### src/rtl/bp_pkg.sv
// Shared encodings for the branch predictor: fetch-mux selects, branch
// condition codes, 2-bit direction-counter states and the BTB entry layout.
package bp_pkg;

  localparam logic [1:0] PCSEL_SEQ   = 2'b00;
  localparam logic [1:0] PCSEL_PRED  = 2'b01;
  localparam logic [1:0] PCSEL_REDIR = 2'b10;

  localparam logic [2:0] F3_BEQ  = 3'b000;
  localparam logic [2:0] F3_BNE  = 3'b001;
  localparam logic [2:0] F3_BLT  = 3'b100;
  localparam logic [2:0] F3_BGE  = 3'b101;
  localparam logic [2:0] F3_BLTU = 3'b110;
  localparam logic [2:0] F3_BGEU = 3'b111;

  typedef enum logic [1:0] {
    SNT = 2'b00,
    WNT = 2'b01,
    WT  = 2'b10,
    ST  = 2'b11
  } ctr_e;

  // Control bits of one BTB entry; tag and target live in parallel storage
  // because their widths depend on the top-level parameters.
  typedef struct packed {
    logic valid;
    ctr_e ctr;
    logic is_jump;
  } btb_entry_t;

  function automatic ctr_e ctr_next(input ctr_e cur, input logic taken);
    ctr_e nxt;
    nxt = cur;
    if (taken && cur != ST) begin
      nxt = ctr_e'(cur + 2'd1);
    end else if (!taken && cur != SNT) begin
      nxt = ctr_e'(cur - 2'd1);
    end
    return nxt;
  endfunction

  function automatic logic ctr_predicts_taken(input ctr_e cur);
    return (cur == WT) || (cur == ST);
  endfunction

endpackage

### src/rtl/branch_cond.sv
// Conditional-branch evaluator: maps funct3 and the rs1-rs2 ALU flags to a
// taken decision. funct3 codes that are not branches report f3_valid=0.
module branch_cond
  import bp_pkg::*;
(
  input  logic [2:0] funct3,
  input  logic       zf,
  input  logic       cf,
  input  logic       vf,
  input  logic       sf,
  output logic       taken,
  output logic       f3_valid
);

  always_comb begin
    taken    = 1'b0;
    f3_valid = 1'b1;
    case (funct3)
      F3_BEQ:  taken = zf;
      F3_BNE:  taken = ~zf;
      F3_BLT:  taken = (sf != vf);
      F3_BGE:  taken = (sf == vf);
      F3_BLTU: taken = ~cf;
      F3_BGEU: taken = cf;
      default: f3_valid = 1'b0;
    endcase
  end

endmodule

### src/rtl/branch_predict_unit.sv
// Direct-mapped BTB with 2-bit direction counters for IF-stage prediction,
// EX-stage resolution of branches/jumps, mispredict redirect and perf counters.
module branch_predict_unit
  import bp_pkg::*;
#(
  parameter int XLEN    = 32,
  parameter int ENTRIES = 16,
  parameter int CNT_W   = 32
) (
  input  logic             clk,
  input  logic             rst,
  input  logic             if_valid,
  input  logic [XLEN-1:0]  if_pc,
  output logic             pred_taken,
  output logic [XLEN-1:0]  pred_target,
  input  logic             ex_valid,
  input  logic [XLEN-1:0]  ex_pc,
  input  logic             ex_is_branch,
  input  logic             ex_is_jal,
  input  logic             ex_is_jalr,
  input  logic [2:0]       ex_funct3,
  input  logic             zf,
  input  logic             cf,
  input  logic             vf,
  input  logic             sf,
  input  logic [XLEN-1:0]  ex_target,
  input  logic             ex_pred_taken,
  input  logic [XLEN-1:0]  ex_pred_target,
  output logic [1:0]       pc_sel,
  output logic             redirect,
  output logic [XLEN-1:0]  redirect_pc,
  output logic [CNT_W-1:0] branch_cnt,
  output logic [CNT_W-1:0] mispred_cnt
);

  localparam int IDX_W = $clog2(ENTRIES);
  localparam int TAG_W = XLEN - IDX_W - 2;

  btb_entry_t      w_meta   [ENTRIES];
  logic [TAG_W-1:0] w_tag   [ENTRIES];
  logic [XLEN-1:0] w_target [ENTRIES];

  logic [IDX_W-1:0] w_if_idx;
  logic [TAG_W-1:0] w_if_tag;
  logic [IDX_W-1:0] w_ex_idx;
  logic [TAG_W-1:0] w_ex_tag;
  logic             w_if_hit;
  logic             w_ex_hit;
  logic             w_ex_act;
  logic             w_cond_taken;
  logic             w_f3_valid;
  logic             w_taken;
  logic             w_upd;
  logic             w_mispred;
  logic             w_unused;

  logic [CNT_W-1:0] r_branch_cnt;
  logic [CNT_W-1:0] r_mispred_cnt;

  assign w_if_idx = if_pc[IDX_W+1:2];
  assign w_if_tag = if_pc[XLEN-1:IDX_W+2];
  assign w_ex_idx = ex_pc[IDX_W+1:2];
  assign w_ex_tag = ex_pc[XLEN-1:IDX_W+2];
  assign w_unused = ^if_pc[1:0];

  // ---------------- IF-stage lookup (reads pre-update state, no bypass)
  assign w_if_hit = if_valid & ~rst & w_meta[w_if_idx].valid
                  & (w_tag[w_if_idx] == w_if_tag);
  assign pred_taken  = w_if_hit & (w_meta[w_if_idx].is_jump
                                   | ctr_predicts_taken(w_meta[w_if_idx].ctr));
  assign pred_target = pred_taken ? w_target[w_if_idx] : '0;

  // ---------------- EX-stage resolution
  branch_cond u_cond (
    .funct3   (ex_funct3),
    .zf       (zf),
    .cf       (cf),
    .vf       (vf),
    .sf       (sf),
    .taken    (w_cond_taken),
    .f3_valid (w_f3_valid)
  );

  assign w_ex_act  = ex_valid & ~rst;
  assign w_taken   = w_ex_act & (ex_is_jal | ex_is_jalr | (ex_is_branch & w_cond_taken));
  // Non-branch funct3 codes are still counted but never touch the table.
  assign w_upd     = w_ex_act & (ex_is_jal | ex_is_jalr | (ex_is_branch & w_f3_valid));
  assign w_ex_hit  = w_meta[w_ex_idx].valid & (w_tag[w_ex_idx] == w_ex_tag);
  assign w_mispred = w_ex_act & ((w_taken != ex_pred_taken)
                               | (w_taken & (ex_target != ex_pred_target)));

  assign redirect    = w_mispred;
  assign redirect_pc = !w_ex_act ? '0 : (w_taken ? ex_target : ex_pc + XLEN'(4));
  assign pc_sel      = w_mispred ? PCSEL_REDIR : (pred_taken ? PCSEL_PRED : PCSEL_SEQ);

  // ---------------- BTB storage, one register set per entry
  for (genvar gi = 0; gi < ENTRIES; gi++) begin : g_entry
    btb_entry_t       r_meta;
    logic [TAG_W-1:0] r_tag;
    logic [XLEN-1:0]  r_target;
    logic             w_sel;

    assign w_sel = w_upd & (w_ex_idx == IDX_W'(gi));

    always_ff @(posedge clk) begin
      if (rst) begin
        r_meta <= '{valid: 1'b0, ctr: WNT, is_jump: 1'b0};
      end else if (w_sel) begin
        if (w_ex_hit) begin
          r_meta.ctr <= ctr_next(r_meta.ctr, w_taken);
          if (w_taken) begin
            r_target <= ex_target;
          end
        end else if (w_taken) begin
          r_meta   <= '{valid: 1'b1, ctr: WT, is_jump: ex_is_jal | ex_is_jalr};
          r_tag    <= w_ex_tag;
          r_target <= ex_target;
        end
      end
    end

    assign w_meta[gi]   = r_meta;
    assign w_tag[gi]    = r_tag;
    assign w_target[gi] = r_target;
  end

  // ---------------- Saturating performance counters
  always_ff @(posedge clk) begin
    if (rst) begin
      r_branch_cnt  <= '0;
      r_mispred_cnt <= '0;
    end else begin
      if (w_ex_act && !(&r_branch_cnt)) begin
        r_branch_cnt <= r_branch_cnt + CNT_W'(1);
      end
      if (w_mispred && !(&r_mispred_cnt)) begin
        r_mispred_cnt <= r_mispred_cnt + CNT_W'(1);
      end
    end
  end

  assign branch_cnt  = r_branch_cnt;
  assign mispred_cnt = r_mispred_cnt;

endmodule

### config.mk
export PLATFORM = sky130hd
export DESIGN_NAME = branch_predict_unit
export DESIGN_NICKNAME = d
export VERILOG_FILES = /design/src/rtl/bp_pkg.sv /design/src/rtl/branch_cond.sv /design/src/rtl/branch_predict_unit.sv
export SDC_FILE = /design/constraint.sdc
export NUM_CORES = 1
export LEC_CHECK = 0
export ABC_AREA = 0
export CAP_MARGIN = 20
export CELL_PAD_IN_SITES_DETAIL_PLACEMENT = 1
export CELL_PAD_IN_SITES_GLOBAL_PLACEMENT = 2
export CORE_MARGIN = 1
export CORE_UTILIZATION = 35
export DETAILED_ROUTE_END_ITERATION = 12
export PLACE_DENSITY_LB_ADDON = 0.3
export SYNTH_ARGS = -nofsm -noshare
export SYNTH_HDL_FRONTEND = slang
export SYNTH_SLANG_ARGS = --single-unit
### constraint.sdc
create_clock -name clk -period 7.7 [get_ports clk]
set_input_delay 1.54 -clock clk [delete_from_list [all_inputs] [get_ports clk]]
set_output_delay 1.54 -clock clk [all_outputs]
set_load 0.02 [all_outputs]
* Word level (Yosys, flattened, before mapping)
Cells that the tools add are included.
** Operators by class
- Multiply operators :: 0
- Equal/unequal tests :: 60
- Add/sub/neg operators :: 35
- Order comparisons :: 2
- Divide/modulo/power cells :: 0
- Multiplexer cells :: 86
- Reductions and logical operators :: 124
- Bitwise operators :: 39
- Shift-type cells :: 0
** Operators by type and width (number)
- binary-select mux 26 bit (select 4 bit) :: 2
- two-way mux 32 bit :: 5
- AND reduction 3 bit :: 48
- binary-select mux 32 bit (select 4 bit) :: 1
- two-way mux 26 bit :: 4
- two-way mux 2 bit :: 49
- adder 32 x 1 -> 32 bit (second input constant) :: 2
- AND reduction 32 bit :: 2
- AND reduction 4 bit :: 16
- equality test 26 bit :: 2
- two-way mux 3 bit :: 16
- != test 3 x 1 -> 1 bit (second input constant) :: 16
- logical AND 1 bit :: 34
- nonzero test 2 bit :: 17
- adder 2 x 1 -> 2 bit (second input constant) :: 16
- adder 32 x 3 -> 32 bit (second input constant) :: 1
- binary-select mux 4 bit (select 4 bit) :: 2
- equality test 4 bit (second input constant) :: 8
- != test 2 bit (second input constant) :: 16
- != test 32 bit :: 1
- subtractor 2 x 1 -> 2 bit (second input constant) :: 16
- bitwise AND 1 bit :: 28
- equality test 4 x 3 -> 1 bit (second input constant) :: 4
- two-way mux 4 bit :: 4
- other kinds (18) :: 36
** Storage, ports and cells
- Bits of input ports :: 143
- Flip-flop bits (word level) :: 1056
- Memory bits (writable) :: 0
- Memories kept :: 0
- ROM bits :: 0
- Latch bits :: 0
- Output and inout port bits :: 132

* Logic depth before layout (Yosys ltp)
Gate-level depths: netlist of run 1.
- Depth in word-level cells :: 10
- Mapped depth :: 16
- Depth with buffers taken out :: 9

* Cells and area by module
From an unflattened synthesis of run 1, not the netlist that was laid out.
** Second synthesis, totals
- Cells, all modules :: 2779
- Area total of the unflattened synthesis :: 47287.9 um2
** Modules (own cells, without submodules)
- branch_predict_unit :: seq. area each 30429.2 um2, area an instance 47221.5 um2, cells an instance 2770, instances 1
- branch_cond :: seq. area each 0.0 um2, area an instance 66.3 um2, cells an instance 9, instances 1

* Worst setup path after synthesis of run 1
No wires, ideal clock.
- Kind :: input to output
- Start :: input if_pc[2]
- End :: output pred_target[10]
- Cell stages on the path :: 11
- Data required time :: 6.160 ns
- Buffers on the path :: 4
- Setup slack :: 1.488 ns
- Data arrival time :: 4.672 ns
- Cell sequence :: clkbuf_1 buf_2 buf_1 mux4_2 mux4_2 xnor2_1 nand4_1 nor4_1 nand4_1 clkbuf_1 nor2b_1
** Between the ends
- Word-level cells in the longest chain between the ends :: 9
- Elaborated cells between the ends (all ways) :: 19
- Those cells by class :: 3 x eq/ne; 10 x mux; 5 x bitwise; 1 x reduce/logical
** RTL lines
- from (decl) :: RTL line branch_predict_unit.sv:13 : input logic [XLEN-1:0] if_pc,
- NOT 4 -> 5 bit (implied by the code) *
- branches (longest 7 deep; another with binary-select mux 26 bit (select 4 bit))
- two-way mux 32 bit * :: RTL line branch_predict_unit.sv:71 : assign pred_target = pred_taken ? w_target[w_if_idx] : '0;
- to (decl) :: RTL line branch_predict_unit.sv:15 : output logic [XLEN-1:0] pred_target,
Mark *: on every way between the ends. The select of a mux whose other input is x is not followed.

* Final worst setup path of run 1
- Start :: input if_pc[2]
- End :: output pred_target[3]
The elaborated chain is that of the path after synthesis.

==> implementation parameters, run 1 <==
Parameter                              Value

Run status
  Run status    finished, final reports clean

Logic synthesis
  Multiplexer share of the synthesized area    0.1983
  Cell Area, Synth    47,090 um2
  Post-Syn Area per Cell    ~17 um2
  Dominant cell type by area after synthesis    edfxtp_1
  Post-synth EDFFs    928
  Synth Area in Compound Gates    0.04745
  Synth warn    0
  Most frequent cells after synthesis    928 x edfxtp_1, 374 x mux4_2, 149 x nor2_1, 128 x dfxtp_1, 103 x clkbuf_1
  Count of different cell masters after synthesis    just over 70
  Share of the yosys chip area belonging to registers    0.6462
  Top-count cell post-synth    edfxtp_1
  Share of async-settable or async-resettable flops after synthesis    0
  Share of synthesized cell area in and, or, nand and nor gates    0.05306
  Synth area leaders    edfxtp_1 59%, mux4_2 18%, dfxtp_1 5.4%, mux2i_1 1.9%, xor2_1 1.7%
  Post-Syn Instances    2,725
  XOR/XNOR share of the synthesized area    0.03135
  Adder-Cell Fraction of Synth Area    0.001594
  Syn nets    2,874
  Post-synth top flop    edfxtp_1
  #FFs+latches synth    1,056
  Post-synth top area share    0.5918
  Dominant combinational cell family by area after synthesis    multiplexers

Setup path
  Data required time of the worst path    ~6.2 ns
  Type of element capturing the critical path    output port
  Kind of launch point of the worst setup path    input pin
  Chain of cells forming the critical path    buf_8, buf_12, mux4_2, mux4_2, xnor2_1, nand4_1, nor2_1, nand4_1, buf_12, nor2b_1, clkdlybuf4s50_1
  Critical path type    in2out
  Slowest cell on the critical path    clkdlybuf4s50_1
  Worst path arrival time    5.72 ns
  Max Fanout on Critical Path    58
  Stage delay of the slowest cell on the critical path    approximately 0.62 ns

Timing
  Relative slew slack    0.3039
  Final worst path period share    0.9429
  Fin Clk Skew    0.07258 ns
  Final count of pins violating max slew    0
  Setup Viol. Count Final    0
  Least-Margin Pin Slew    1.041 ns
  Timing-limited maximum frequency    0.1377 GHz
  Shortest clock period the worst path allows after layout    7.261 ns
  Setup repair after global routing missed its margin    false
  TNS Setup    0 ns
  Final number of hold-violating endpoints    0

CTS
  Clock latency on the worst-skew pair    0.76 ns
  Maximum level of the CTS H-tree    3
  CTS tree    done
  Number of setup buffers added after CTS    0
  Clk sink count    1,056
  Clock transition at the register clock pins on the worst setup and hold paths after CTS    roughly 0.060 ns
  CTS Buf Count    roughly 110
  Cells resized by post-CTS repair    0
  CTS root buffer    clkbuf_16
  Maximum count of clock buffers along a single path    3
  Hold bufs inserted after CTS    0

Global routing
  All-Layer GR Usage    0.2219
  Wire length of the first global-routing pass    215,700 um
  Number of antenna violations at the first check in global routing    6
  Final global-route overflow total    0
  Pin count of the biggest net entering global routing    82
  Number of global-route vias before repair    29,480

Die
  Area of the core    133,500 um2
  Chip height    between 300 and 400 um
  Floorplan die area    136,000 um2
  Starting utilization of the core area    0.3528
  Row count    ~130
  I/O pin total    275
  Die width    368.8 um

Place
  Port-buffer cells    272
  Half-perimeter wire length after placement    95,260 um
  Final weighted congestion of routability-driven global placement    0.8555

Job
  # Max-Cap Violations    0

Layout
  Post-layout utilization of the core    0.4200
  Number of fillers in the final layout    13,090
  Sequential Area    30,430 um2
  Signed area change from the synthesized netlist to the final layout    19.05%
  Total area of multi-input combinational cells    15,850 um2
  Number of nets in the final layout    3,210
  Fraction of layout cells with a size suffix above 1    0.2386

Power
  Max VDD drop    ~0.19 mV
  Power density over the cells    225.0 nW/um2
  Pleak    17.71 nW

Worst hold path
  Worst hold-check path type    reg2reg

Route
  DRT antenna net count    0
  Detailed Route Iter0 Violations    2,799
  Average vias per placed instance    between 5 and 6
  Final routed wire length divided by cell count    around 31 um
  Count of unresolved DRC violations after routing    0
  First drt pass iteration count    7
  Via count    28,080
  Total wire length after detailed routing    151,900 um
where the power goes:
part	internal, mW	switching, mW
clock network	3.03	2.37
registers	6.24	0.00834
logic	0.404	0.560
worst max-delay path, delay by kind of cell:
family | cells | cell delay (ns)
AND/OR/NAND/NOR | 4 | 0.69
buffers and inverters | 4 | 1.66
multiplexers | 2 | 1.04
XOR/XNOR | 1 | 0.56
through the flow:
step	cells	hold slack (ns)	power [mW]	setup WS (ns)	cell area (um2)
3_5_place_dp	4713	0.4762	7.335	0.3988	52380
6_report	4926	0.4819	12.62	0.4395	56060
5_1_grt	4926	0.4986	12.99	0.1013	56060
2_1_floorplan	2725	0.4505	6.892	1.488	47090
3_3_place_gp	4713	0.4623	7.313	0.4594	52380
4_1_cts	4924	0.4858	12.74	0.3907	56050
layout by cell type, fill, tap and decap left out, drive strengths merged, types with 56 or more instances in the layout:
cell type	Yosys	routed
nand2	84	84
buf	76	138
clkdlybuf4s50	0	261
dfxtp	128	128
inv	47	56
nor2	149	149
o21ai	73	73
mux4	374	374
clkbuf	103	138
edfxtp	928	928
xnor2	75	75
xor2	91	91
mux2i	88	88
final timing paths:
path / slack (ns) / from / to / cells after the start
worst max-delay path: 0.44 / if_pc[2] / pred_target[3] / 11
worst min-delay path: 0.48 / g_entry[11].r_meta[0] / g_entry[11].r_meta[0] / 2
worst max register to register: 3.51 / g_entry[7].r_tag[18] / g_entry[14].r_meta[0] / 10
worst min register to register: 0.48 / g_entry[11].r_meta[0] / g_entry[11].r_meta[0] / 2
layout make-up:
| class | count | share of cell area |
|---|---|---|
| clock buffer | 138 | 0.05285 |
| inverter | 47 | 0.003147 |
| tap | 1768 | 0.03946 |
| multi-input combinational | 1443 | 0.2827 |
| timing repair buffer | 399 | 0.06638 |
| clock inverter | 73 | 0.01261 |
| sequential | 1056 | 0.5428 |
| antenna | 2 | 0.00008928 |
kinds of logic (layout without fill, tap and decap cells):
family | Yosys count | in the layout
AO/OA/AOI/OAI | 305 | 305
XOR/XNOR | 167 | 167
AND/OR/NAND/NOR | 500 | 500
flip-flops | 1056 | 1056
buffers and inverters | 226 | 657
multiplexers | 465 | 465
other | 0 | 2
adder cells (fa/ha/maj) | 6 | 6
layer usage:
layer  global-route usage  routed length [um]  vias to the layer above
li1                     -                   -                    11780
met1               0.2970               63370                    15030
met2               0.3552               72010                     1077
met3              0.05838               12500                      199
met4              0.06176                4008                        2
met5                    0                  13                        -
state kept, by name, summed over array words and instances, names as in the netlist:
name              flops
g_entry.r_meta       64
branch_cnt           32
g_entry.r_tag       416
mispred_cnt          32
g_entry.r_target    512
Power figures use the tool's default switching activity.
==> inputs of run 2 (changes only) <==
--- a/config.mk
+++ b/config.mk
@@ -13,6 +13,8 @@
 export CORE_UTILIZATION = 35
 export DETAILED_ROUTE_END_ITERATION = 12
 export PLACE_DENSITY_LB_ADDON = 0.3
+export SLEW_MARGIN = 20
 export SYNTH_ARGS = -nofsm -noshare
 export SYNTH_HDL_FRONTEND = slang
 export SYNTH_SLANG_ARGS = --single-unit
+export TNS_END_PERCENT = 100
==> results of run 2 <==
Final layout, timing and power as in run 1 (identical DEF).
==> inputs of run 3 (changes only) <==
--- a/config.mk
+++ b/config.mk
@@ -13,6 +13,7 @@
 export CORE_UTILIZATION = 35
 export DETAILED_ROUTE_END_ITERATION = 12
 export PLACE_DENSITY_LB_ADDON = 0.3
+export SETUP_SLACK_MARGIN = 0.05
 export SLEW_MARGIN = 20
 export SYNTH_ARGS = -nofsm -noshare
 export SYNTH_HDL_FRONTEND = slang
==> results of run 3 <==
Final layout, timing and power as in run 1 (identical DEF).
==> RTL edit 1: new RTL, flow settings as in run 3 <==
Set the parameter `CNT_W` to 64 (it was 32).
--- a/src/rtl/branch_predict_unit.sv
+++ b/src/rtl/branch_predict_unit.sv
@@ -5,7 +5,7 @@
 #(
   parameter int XLEN    = 32,
   parameter int ENTRIES = 16,
-  parameter int CNT_W   = 32
+  parameter int CNT_W   = 64
 ) (
   input  logic             clk,
   input  logic             rst,
Ports: changed (resized branch_cnt and mispred_cnt); port bits go from 275 to 339. The function was not compared with the original's and may differ.
==> RTL edit 1 against run 3 <==
Sequential share of layout area decreased by 1.8 points; maximum frequency shrank 2.9%; clock power grew 11%; worst setup slack lost 0.22 ns; sequential power up 5.3%; cell count is 14% higher; sequential cell count rose by 64; total power is 7.3% higher; synthesized area increased by 6.3%; global-route usage grew 0.45 points; cell area grew 7.8%; wire length increased by 8.6%; critical path type unchanged.
==> RTL edit 1: results (changes against run 3) <==
Yosys
  – Top cells by area, synth: edfxtp_1 56%, mux4_2 16%, dfxtp_1 7.7%
  – Syn nets: 3,338 (+16%)
  – Mean area per synthesized cell: 15.7 sq um (-9.2%)
  – Yosys top cell area share: 55.7% (-3.5 points)
  – Sequential fraction of the synthesis area: 63.3% (-1.3 points)
  – Top cells by count, synth: 928 x edfxtp_1, 356 x mux4_2, 192 x dfxtp_1

Worst setup path
  – Delay-heaviest family, CP: simple AND/OR/NAND/NOR gates
  – CP max FO: 34 (-41%)
  – Worst reg2reg startpoint: g_entry[7].r_tag[13]
  – Reg-to-reg endpoint: g_entry[1].r_tag[4]
  – Worst setup path end: pred_target[29]
  – Slowest stage delay, CP: 0.78 ns (+0.16 ns)
  – Crit-path slowest cell: or4_2
  – Crit path DAT: 5.94 ns (+0.22 ns)

Finish
  – Top Registers: g_entry.r_target (512), g_entry.r_tag (416)
  – Share of layout cells above drive strength 1: 19.8% (-4.1 points)
  – Nets: 3,761 (+17%)

Placed design
  – Pre-CTS setup slack: 0.206 ns (-0.193 ns)
  – GPL Wtd Cong: 0.838 (-2.0%)
  – DP Wirelength: 103,000 um (+8.3%)
  – Placed Area: 56,300 sq um (+7.4%)

Global route
  – Tot GR Track Use: 22.6% (+0.45 points)
  – Number of global-route vias before repair: 32,400 (+9.8%)
  – First-pass GRT wire length: 236,000 um (+9.3%)
  – Initial antenna violation count: 8 (+2)

Clock tree
  – TritonCTS Buffers: 130 (+14%)
  – H-tree depth: 4 (+1)

Power and ir drop
  – VDD IR max: 0.254 mV (+35%)
  – Leakage: 19.5 nW (+9.9%)

Run status
  – Outcome: complete, no violations

Hold path
  – Hold Startpoint: g_entry[1].r_meta[0]
  – Hold endpoint: g_entry[1].r_meta[0]

STA
  – Setup Skew: 0.0478 ns (-0.0248 ns)

Route
  – Drt total wl: 165,000 um (+8.6%)
==> RTL edit 1: kinds of logic after synthesis <==
logic type,count (synthesis),synth area share (%)
DFF,1120,63.3
and+or+nand+nor,722,7.06
muxes,473,18.4
AOI/OAI and AO/OA,374,4.85
buffers and inverters,287,2.56
xor gates and xnor gates,207,3.65
adders and majority gates,6,0.150
==> RTL edit 1: where the power goes <==
group	leakage, nW	total, mW	internal (mW)	switching, mW
logic	7.58	0.971	0.399	0.572
registers	9.89	6.58	6.57	0.00862
clock network	1.99	5.99	3.42	2.57
==> RTL edit 1: routing by layer <==
metal  global-route usage (%)  share of wire [%]  wire [um]
met4                     6.80                2.8       4690
met1                     31.3                 43      70300
met5                        0             0.0079         13
met2                     35.9                 47      77300
met3                     4.74                7.7      12700
==> RTL edit 1: area by class of cell <==
class	count	area [sq um]
clock buffer	169	3440
multi-input combinational	1782	17100
clock inverter	62	643
sequential	1120	31700
tap	1890	2360
timing repair buffer	485	4810
antenna	2	5.00
fill	14000	81300
inverter	93	349
==> RTL edit 2: new RTL, settings of run 3 <==
Without the edit above. Put a register stage on the outputs `pred_target`, `pc_sel`, `redirect` and `redirect_pc`. The values now appear one clock later. The other outputs are not delayed to match.
--- a/src/rtl/branch_predict_unit.sv
+++ b/src/rtl/branch_predict_unit.sv
@@ -68,7 +68,6 @@
                   & (w_tag[w_if_idx] == w_if_tag);
   assign pred_taken  = w_if_hit & (w_meta[w_if_idx].is_jump
                                    | ctr_predicts_taken(w_meta[w_if_idx].ctr));
-  assign pred_target = pred_taken ? w_target[w_if_idx] : '0;
 
   // ---------------- EX-stage resolution
   branch_cond u_cond (
@@ -89,9 +88,12 @@
   assign w_mispred = w_ex_act & ((w_taken != ex_pred_taken)
                                | (w_taken & (ex_target != ex_pred_target)));
 
-  assign redirect    = w_mispred;
-  assign redirect_pc = !w_ex_act ? '0 : (w_taken ? ex_target : ex_pc + XLEN'(4));
-  assign pc_sel      = w_mispred ? PCSEL_REDIR : (pred_taken ? PCSEL_PRED : PCSEL_SEQ);
+  always_ff @(posedge clk) begin
+    pred_target <= pred_taken ? w_target[w_if_idx] : '0;
+    pc_sel      <= w_mispred ? PCSEL_REDIR : (pred_taken ? PCSEL_PRED : PCSEL_SEQ);
+    redirect    <= w_mispred;
+    redirect_pc <= !w_ex_act ? '0 : (w_taken ? ex_target : ex_pc + XLEN'(4));
+  end
 
   // ---------------- BTB storage, one register set per entry
   for (genvar gi = 0; gi < ENTRIES; gi++) begin : g_entry
Check against the original RTL: not settled (the Yosys comparison gave no result); the edit may change what the design does.
==> RTL edit 2 against run 3 <==
Sequential cell count grew 67; synthesized cell count grew 4.7%; count of clock-buffer cells in the layout grew 25; wire length shrank 0.48%; combinational power shrank 4.7%; worst setup slack gained 0.18 ns; synthesized area grew 3.0%; sequential power grew 5.8%; total power grew 9.9%; via count grew 3.3%; sequential share of layout area grew 0.46 points; cell area grew 3.5%; clock power grew 17%; critical endpoint is now pred_taken.
==> RTL edit 2: results (changes against run 3) <==
Placed design
  – Pre-CTS setup slack: 0.547 ns (+0.148 ns)
  – Number of instances in the placed design: 4,826 (+2.4%)
  – Placed Area: 53,700 sq um (+2.5%)
  – DP Wirelength: 91,100 um (-4.3%)
  – GPL Wtd Cong: 0.854 (-0.21%)

STA
  – Hold_ws: 0.471 ns (-0.0112 ns)
  – Setup Skew: 0.0281 ns (-0.0445 ns)
  – Rel. slew slack: 25.4% (-5.0 points)
  – Fin crit period: 7.08 ns (-0.184 ns)

Route
  – Wire per inst: 29.8 um (-3.2%)
  – Drt first pass iters: 8 (+1)

Power and ir drop
  – Sw Share: 22.4% (-0.91 points)
  – Leakage: 18.5 nW (+4.6%)
  – VDD IR max: 0.174 mV (-7.2%)

Finish
  – # fillers: 13,400 (+2.2%)
  – Nets: 3,314 (+3.2%)
  – Final Non-Filler Cells: 5,066 (+2.8%)
  – Share of layout cells above drive strength 1: 22.0% (-1.8 points)
  – Area growth syn-to-layout: 19.6%

Clock tree
  – CTS Root Cell: clkbuf_16
  – TritonCTS Buffers: 130 (+14%)
  – H-tree depth: 4 (+1)
  – CTS Hold Bufs: 0 (unchanged)

Worst setup path
  – Flop2flop setup slack: 3.09 ns (-0.42 ns)
  – Worst setup path end: pred_taken
  – Reg-to-reg endpoint: g_entry[9].r_tag[9]
  – Worst-case reg-to-reg path depth: 10 (unchanged)
  – Crit path DAT: 5.54 ns (-0.18 ns)
  – Worst reg2reg startpoint: g_entry[8].r_tag[9]
  – CP max FO: 59 (+1.7%)

Global route
  – Number of global-route vias before repair: 30,700 (+4.0%)
  – Largest net degree at the start of global routing: 74 (-9.8%)
  – Initial antenna violation count: 7 (+1)
  – First-pass GRT wire length: 218,000 um (+1.1%)

Yosys
  – Sequential fraction of the synthesis area: 65.5% (+0.86 points)
  – Synth cell types: 65 (-8.5%)
  – Top cells by area, synth: edfxtp_1 57%, mux4_2 17%, dfxtp_1 8.0%
  – Mean area per synthesized cell: 17.0 sq um (-1.6%)
  – Top cells by count, synth: 928 x edfxtp_1, 376 x mux4_2, 195 x dfxtp_1

Hold path
  – Hold endpoint: g_entry[2].r_meta[3]
  – Hold Startpoint: g_entry[2].r_meta[3]

Run status
  – Outcome: complete, no violations
RTL edit 2: cell count changes in the layout (fill, tap and decap cells not counted), moves of 17 or more:
cell and change:
a221oi_1 -17, buf_4 -45, clkbuf_16 +20, dfxtp_1 +67
inv_1 +23, nand2b_1 +19, nor3_1 +19, xor2_1 -32
RTL edit 2: cell families after synthesis:
group | Yosys count | synth area share (%)
buffers and inverters | 254 | 2.17
DFF | 1123 | 65.5
xor gates and xnor gates | 142 | 2.56
and+or+nand+nor | 523 | 5.44
adders and majority gates | 6 | 0.155
muxes | 480 | 19.7
AOI/OAI and AO/OA | 324 | 4.52
RTL edit 2: cell type report:
class                           count  area share, %
Clock buffer                      163           6.07
Antenna cell                        2        0.00862
Timing Repair Buffer              365           6.11
Multi-Input combinational cell   1475           27.3
Tap cell                         1794           3.87
Inverter                           70          0.453
Clock inverter                     74           1.46
Sequential cell                  1123           54.7
RTL edit 2: power groups by stage:
stage | Combinational (mW) | Clock (mW) | Sequential [mW]
2_1_floorplan | 0.501 | 0 | 6.75
5_1_grt | 0.973 | 6.67 | 6.61
3_3_place_gp | 0.904 | 0 | 6.74
6_report | 0.919 | 6.33 | 6.61
3_5_place_dp | 0.921 | 0 | 6.74
4_1_cts | 0.924 | 6.46 | 6.61
RTL edit 2: routing by layer:
metal	vias up	share of wire (%)	GRT usage [%]
li1	12100	-	-
met1	15600	44	30.2
met3	217	6.9	4.05
met4	10	2.3	6.07
met5	-	0.046	0
met2	1069	47	34.0
RTL edit 2: worst reg2reg max path, delay by kind of cell (launching register included):
kind / cells / cell delay [ns]
AND/OR/NAND/NOR: 3 / 1.16
AO/OA/AOI/OAI: 2 / 1.03
multiplexers: 2 / 0.96
buffers and inverters: 3 / 0.74
flip-flops: 1 / 0.40
